`src/rtl/decode_pipe.sv`:
```
// decode_pipe: single-stage MIPS-subset instruction decoder with a registered
// output bundle, execute-side backpressure, flush, and load-use hazard detect.
module decode_pipe #(
  parameter int XLEN   = 32,
  parameter int EXT_EN = 1
) (
  input  logic            clk,
  input  logic            rst_n,
  input  logic            in_valid,
  output logic            in_ready,
  input  logic [31:0]     in_instr,
  input  logic [XLEN-1:0] in_pc,
  input  logic            flush,
  output logic            out_valid,
  input  logic            out_ready,
  output logic [4:0]      out_op,
  output logic [4:0]      out_a1,
  output logic [4:0]      out_a2,
  output logic [4:0]      out_a3,
  output logic [XLEN-1:0] out_imm,
  output logic [XLEN-1:0] out_pc,
  output logic            hazard
);

  localparam bit L_EXT = (EXT_EN != 0);

  localparam logic [4:0] OP_NOP  = 5'd0;
  localparam logic [4:0] OP_ADDU = 5'd1;
  localparam logic [4:0] OP_SUBU = 5'd2;
  localparam logic [4:0] OP_SLT  = 5'd3;
  localparam logic [4:0] OP_JR   = 5'd4;
  localparam logic [4:0] OP_ADDI = 5'd5;
  localparam logic [4:0] OP_ADDIU= 5'd6;
  localparam logic [4:0] OP_ORI  = 5'd7;
  localparam logic [4:0] OP_LW   = 5'd8;
  localparam logic [4:0] OP_SW   = 5'd9;
  localparam logic [4:0] OP_BEQ  = 5'd10;
  localparam logic [4:0] OP_LUI  = 5'd11;
  localparam logic [4:0] OP_J    = 5'd12;
  localparam logic [4:0] OP_JAL  = 5'd13;
  localparam logic [4:0] OP_AND  = 5'd14;
  localparam logic [4:0] OP_OR   = 5'd15;
  localparam logic [4:0] OP_SLL  = 5'd16;
  localparam logic [4:0] OP_BNE  = 5'd17;
  localparam logic [4:0] OP_ILL  = 5'd31;

  function automatic logic [XLEN-1:0] sext16(input logic [15:0] v);
    return XLEN'($signed(v));
  endfunction

  function automatic logic [XLEN-1:0] zext16(input logic [15:0] v);
    return XLEN'(v);
  endfunction

  logic [5:0]      w_opc;
  logic [5:0]      w_fn;
  logic [4:0]      w_a1;
  logic [4:0]      w_a2;
  logic [4:0]      w_rd;
  logic [4:0]      w_op;
  logic [4:0]      w_a3;
  logic [XLEN-1:0] w_imm;
  logic            w_rs_rd;
  logic            w_rt_rd;
  logic            w_adv;

  logic            r_vld_p1;
  logic [4:0]      r_op_p1;
  logic [4:0]      r_a1_p1;
  logic [4:0]      r_a2_p1;
  logic [4:0]      r_a3_p1;
  logic [XLEN-1:0] r_imm_p1;
  logic [XLEN-1:0] r_pc_p1;

  assign w_opc = in_instr[31:26];
  assign w_fn  = in_instr[5:0];
  assign w_a1  = in_instr[25:21];
  assign w_a2  = in_instr[20:16];
  assign w_rd  = in_instr[15:11];

  // Decode the incoming word into op, destination and immediate/target.
  always_comb begin
    w_op  = OP_ILL;
    w_a3  = '0;
    w_imm = '0;
    if (in_instr == 32'h0) begin
      w_op = OP_NOP;
    end else if (w_opc == 6'h00) begin
      case (w_fn)
        6'h21: begin w_op = OP_ADDU; w_a3 = w_rd; end
        6'h23: begin w_op = OP_SUBU; w_a3 = w_rd; end
        6'h2A: begin w_op = OP_SLT;  w_a3 = w_rd; end
        6'h08: w_op = OP_JR;
        6'h24: if (L_EXT) begin w_op = OP_AND; w_a3 = w_rd; end
        6'h25: if (L_EXT) begin w_op = OP_OR;  w_a3 = w_rd; end
        6'h00: if (L_EXT) begin
          w_op  = OP_SLL;
          w_a3  = w_rd;
          w_imm = XLEN'(in_instr[10:6]);
        end
        default: ;
      endcase
    end else begin
      case (w_opc)
        6'h08: begin w_op = OP_ADDI;  w_a3 = w_a2; w_imm = sext16(in_instr[15:0]); end
        6'h09: begin w_op = OP_ADDIU; w_a3 = w_a2; w_imm = sext16(in_instr[15:0]); end
        6'h0D: begin w_op = OP_ORI;   w_a3 = w_a2; w_imm = zext16(in_instr[15:0]); end
        6'h23: begin w_op = OP_LW;    w_a3 = w_a2; w_imm = sext16(in_instr[15:0]); end
        6'h2B: begin w_op = OP_SW;    w_imm = sext16(in_instr[15:0]); end
        6'h04: begin w_op = OP_BEQ;   w_imm = sext16(in_instr[15:0]); end
        6'h05: if (L_EXT) begin w_op = OP_BNE; w_imm = sext16(in_instr[15:0]); end
        6'h0F: begin w_op = OP_LUI; w_a3 = w_a2; w_imm[31:16] = in_instr[15:0]; end
        6'h02: begin w_op = OP_J;   w_imm = {in_pc[XLEN-1:28], in_instr[25:0], 2'b00}; end
        6'h03: begin
          w_op  = OP_JAL;
          w_a3  = 5'd31;
          w_imm = {in_pc[XLEN-1:28], in_instr[25:0], 2'b00};
        end
        default: ;
      endcase
    end
  end

  // Derive which source registers the decoded op actually reads.
  always_comb begin
    w_rs_rd = 1'b0;
    w_rt_rd = 1'b0;
    case (w_op)
      OP_ADDU, OP_SUBU, OP_SLT, OP_JR, OP_AND, OP_OR: begin w_rs_rd = 1'b1; w_rt_rd = 1'b1; end
      OP_SLL: w_rt_rd = 1'b1;
      OP_SW, OP_BEQ, OP_BNE: begin w_rs_rd = 1'b1; w_rt_rd = 1'b1; end
      OP_ADDI, OP_ADDIU, OP_ORI, OP_LW, OP_LUI: w_rs_rd = 1'b1;
      default: ;
    endcase
  end

  // A load to $0 never stalls: its result is architecturally discarded.
  assign hazard = r_vld_p1 & (r_op_p1 == OP_LW) & (r_a3_p1 != 5'd0) & in_valid &
                  ((w_rs_rd & (w_a1 == r_a3_p1)) | (w_rt_rd & (w_a2 == r_a3_p1)));

  assign w_adv    = (~r_vld_p1 | out_ready) & ~flush;
  assign in_ready = w_adv & ~hazard;

  // Output register: flush kills, advance loads a beat or a bubble, else hold.
  always_ff @(posedge clk or negedge rst_n) begin
    if (!rst_n) begin
      r_vld_p1 <= 1'b0;
      r_op_p1  <= OP_NOP;
      r_a1_p1  <= '0;
      r_a2_p1  <= '0;
      r_a3_p1  <= '0;
      r_imm_p1 <= '0;
      r_pc_p1  <= '0;
    end else if (flush) begin
      r_vld_p1 <= 1'b0;
      r_op_p1  <= OP_NOP;
    end else if (w_adv) begin
      if (in_valid && !hazard) begin
        r_vld_p1 <= 1'b1;
        r_op_p1  <= w_op;
        r_a1_p1  <= w_a1;
        r_a2_p1  <= w_a2;
        r_a3_p1  <= w_a3;
        r_imm_p1 <= w_imm;
        r_pc_p1  <= in_pc;
      end else begin
        r_vld_p1 <= 1'b0;
        r_op_p1  <= OP_NOP;
      end
    end
  end

  assign out_valid = r_vld_p1;
  assign out_op    = r_op_p1;
  assign out_a1    = r_a1_p1;
  assign out_a2    = r_a2_p1;
  assign out_a3    = r_a3_p1;
  assign out_imm   = r_imm_p1;
  assign out_pc    = r_pc_p1;

endmodule

```
`config.mk`:
```
export PLATFORM = sky130hd
export DESIGN_NAME = decode_pipe
export DESIGN_NICKNAME = d
export VERILOG_FILES = /design/src/rtl/decode_pipe.sv
export SDC_FILE = /design/constraint.sdc
export NUM_CORES = 1
export LEC_CHECK = 0
export ABC_CLOCK_PERIOD_IN_PS = 6580
export CAP_MARGIN = 0
export CORE_MARGIN = 2
export CORE_UTILIZATION = 50
export DETAILED_ROUTE_END_ITERATION = 10
export PLACE_DENSITY = 0.88
export SLEW_MARGIN = 0
export SYNTH_ARGS = -nofsm -noshare
export SYNTH_HDL_FRONTEND = slang
export SYNTH_SLANG_ARGS = --single-unit
```
`constraint.sdc`:
```
create_clock -name clk -period 6.58 [get_ports clk]
set_clock_uncertainty 0.1 [all_clocks]
set_input_delay 1.316 -clock clk [delete_from_list [all_inputs] [get_ports clk]]
set_output_delay 1.316 -clock clk [all_outputs]
set_load 0.005 [all_outputs]
```
==> results_dict.tcl <==
set metrics [dict create \
    cts.sinks 85 \
    rsz0062_at_grt "false" \
    routed_wl_um 12610 \
    hold_start "out_pc[0]" \
    grt_overflow 0 \
    syn_inst 373 \
    hold_depth 1 \
    required_ns 5.16 \
    htree_levels 3 \
    grt_pass1_vias 3769 \
    finalHoldViolations 0 \
    fillers 649 \
    gp_congestion 0.8731 \
    cts.path.max_buffers 2 \
    cts_hold_buffers 0 \
    drt-initial-drc-count 308 \
    maxSlewHeadroom_pct 30.60 \
    synthXorXnorAreaFrac_pct 2.050 \
    area.sequential_um2 2127 \
    drv_slew 0 \
    fin_crit_ns 5.885 \
    synthSimpleGateAreaFrac_pct 11.32 \
    ys_seq_area_share_pct 45.26 \
    antenna_found_initial 0 \
    ys_ff_latch 85 \
    hold_class "reg -> reg" \
    synth_compound_area_share_pct 13.37 \
    min_to "out_pc[0]" \
    fp.dieArea_um2 10190 \
    synth-adder-area-share_pct 0 \
    synth_top_family_by_area "multiplexers" \
    io_pins 156 \
    drive_gt1_share_pct 17.71 \
    cts_resized 0 \
    tns_ns 0 \
    grt_max_degree 86 \
    ys_types 53 \
    grt_pass1_wl_um 19610 \
    num_vias 3831 \
    route.antenna.remaining_nets 0 \
    nets 589 \
    cts-root-buf "clkbuf_8" \
    ir_worst_vdd_mv 0.1519 \
    antenna_cells 0 \
    multi_input_area_um2 2395 \
    synth_warnings 0 \
    path_class "in -> out" \
    ys.flop_type "dfrtp_1" \
    drcViolationCount 0 \
    clk_pin_slew_ns 0.08 \
    hpwl_um 9393 \
    run_status "finished clean" \
    setup_violations 0 \
    worst_r2r_path_depth 8 \
    io_buffers 155 \
    startpoint_type "input port" \
    dr.pass1.iters 5 \
    maxCapViolations 0 \
    cts_setup_buffers 0 \
    synth-edff-count 0 \
    end_kind "output pin" \
    async_reset_ff_share_pct 100.0 \
    syn-cell-area_um2 4700 \
    syn_avg_cell_area_um2 12.60 \
    synthMuxAreaShare_pct 23.94 \
    chipHeight_um 101.0 \
    cts_tree "done" \
    rr_startpoint "out_a3[1]" \
    rows 35 \
    wire_per_inst_um 19.83 \
    dp_slack_ns 0.7349 \
    reg2reg_slack_ns 3.38 \
    power_density_nw_per_um2 230.2 \
    critPathArrivalTime_ns 4.47 \
    syn_nets 442 \
    worst_slack_ns 0.6950 \
    initial_core_util_pct 51.10 \
    worst-path-max-fanout 15 \
    worst_slew_pin_slew_ns 1.041 \
    reg2reg_to "out_a1[3]" \
    numCtsBuffers 9 \
    fmax_mhz 169.9 \
    core_um2 9196 \
    leakage_nw 2.772 \
    viasPerCell 6.024 \
    syn2layout_area_growth_pct 38.10 \
    worstSkewPairLatency_ns 0.34 \
    period_share_pct 89.44 \
    globalRouteTotalUtil_pct 24.56 \
    die_w_um 101.0 \
]
[flip-flops by register name (all words and copies together), names as in the netlist]
register	cells
out_op	5
out_imm	32
out_valid	1
out_a1	5
out_pc	32
out_a2	5
out_a3	5
[placed cells by master, fill, tap and decap left out, drive strengths merged, types with 7 or more instances in the layout]
master         synthesis  layout
dfrtp                 85      85
mux2                  76      76
inv                    8      10
buf                   11       8
a21oi                  7       7
nor4                   8       8
nor2                  12      12
nor3                   8       8
nor2b                  7       7
nand3                  7       7
nand2                  8       8
clkbuf                15      10
o21ai                 10      10
clkdlybuf4s50          0     154
a221o                 19      19
a22o                  19      19
[worst max-delay path by stage]
stage	startpoint	endpoint	slack, ns	depth (start not counted)
6_report	in_instr[29]	hazard	0.70	8
5_1_grt	in_instr[29]	hazard	0.46	8
4_1_cts	in_instr[29]	hazard	0.73	8
3_5_place_dp	in_instr[29]	hazard	0.73	8
3_3_place_gp	in_instr[2]	hazard	0.84	8
2_1_floorplan	in_instr[30]	in_ready	2.00	8
[synthesized netlist by cell type (2+ instances only)]
master | n | area share (%)
and2_1 | 3 | 0.40
mux2i_1 | 4 | 0.85
o31ai_1 | 2 | 0.32
nor4b_1 | 2 | 0.37
nor3_2 | 2 | 0.43
mux2_4 | 61 | 19
buf_2 | 3 | 0.32
a221o_1 | 19 | 4.0
nand4_1 | 2 | 0.27
mux2_1 | 15 | 3.6
or2_1 | 2 | 0.27
xnor2_1 | 6 | 1.1
or3_1 | 4 | 0.53
nor3b_1 | 5 | 0.80
and4b_1 | 2 | 0.43
nand2_1 | 8 | 0.64
a21oi_1 | 7 | 0.75
dfrtp_1 | 85 | 45
nor3_1 | 6 | 0.64
inv_1 | 8 | 0.64
a21o_1 | 2 | 0.32
clkbuf_1 | 15 | 1.2
nand3_1 | 7 | 0.75
a222oi_1 | 3 | 0.64
and3b_1 | 3 | 0.56
nand2b_1 | 5 | 0.67
nor2b_1 | 7 | 0.93
a22o_1 | 19 | 3.5
buf_6 | 8 | 1.9
nor4_1 | 7 | 0.93
or4_1 | 3 | 0.48
o21ai_0 | 9 | 0.96
xor2_1 | 5 | 0.93
nor2_1 | 12 | 0.96
nand3b_1 | 3 | 0.48
a31oi_1 | 2 | 0.27
[report_power, final]
part / internal, mW / switching (mW)
sequential: 0.603 / 0.0523
clock: 0.179 / 0.194
combinational: 0.303 / 0.162
total: 1.09 / 0.409
[stage by stage]
step | instances | area (um^2) | power (mW) | hold WS (ns) | utilization (%)
floorplan | 373 | 4700 | 0.8655 | 0.3828 | -
global placement | 620 | 6292 | 1.114 | 0.3688 | 68.42
detailed placement | 620 | 6292 | 1.133 | 0.3777 | 68.42
CTS | 636 | 6490 | 1.502 | 0.3959 | 70.57
global route | 636 | 6490 | 1.561 | 0.4105 | 70.57
finish | 636 | 6490 | 1.494 | 0.3896 | 70.57
[per-layer routing]
layer | part of all wire, % | GRT usage, % | vias to the layer above
li1 | - | - | 1715
met4 | 1.4 | 7.173 | 2
met5 | 0.040 | 0 | -
met3 | 6.8 | 5.132 | 15
met2 | 51 | 42.46 | 184
met1 | 41 | 31.11 | 1915
[area by class of cell]
class                      count  area share [%]
multi-input combinational    254           36.90
tap                          111           2.140
clock buffer                  10           1.966
clock inverter                 6           1.080
inverter                       8          0.4627
timing repair buffer         162           24.68
sequential                    85           32.77
[critical path: stages]
cell and delay (ns):
clkdlybuf4s50_1 0.65, nor3_2 0.38, nand3_1 0.20, o211ai_2 0.35, nor3_2 0.10, or4_1 0.55, a21oi_1 0.34, clkdlybuf4s50_1 0.58
[cell families after synthesis]
logic type	Yosys count
buffers and inverters	34
and+or+nand+nor	87
xor gates and xnor gates	11
AOI/OAI and AO/OA	76
DFF	85
muxes	80
Power figures use the tool's default switching activity.
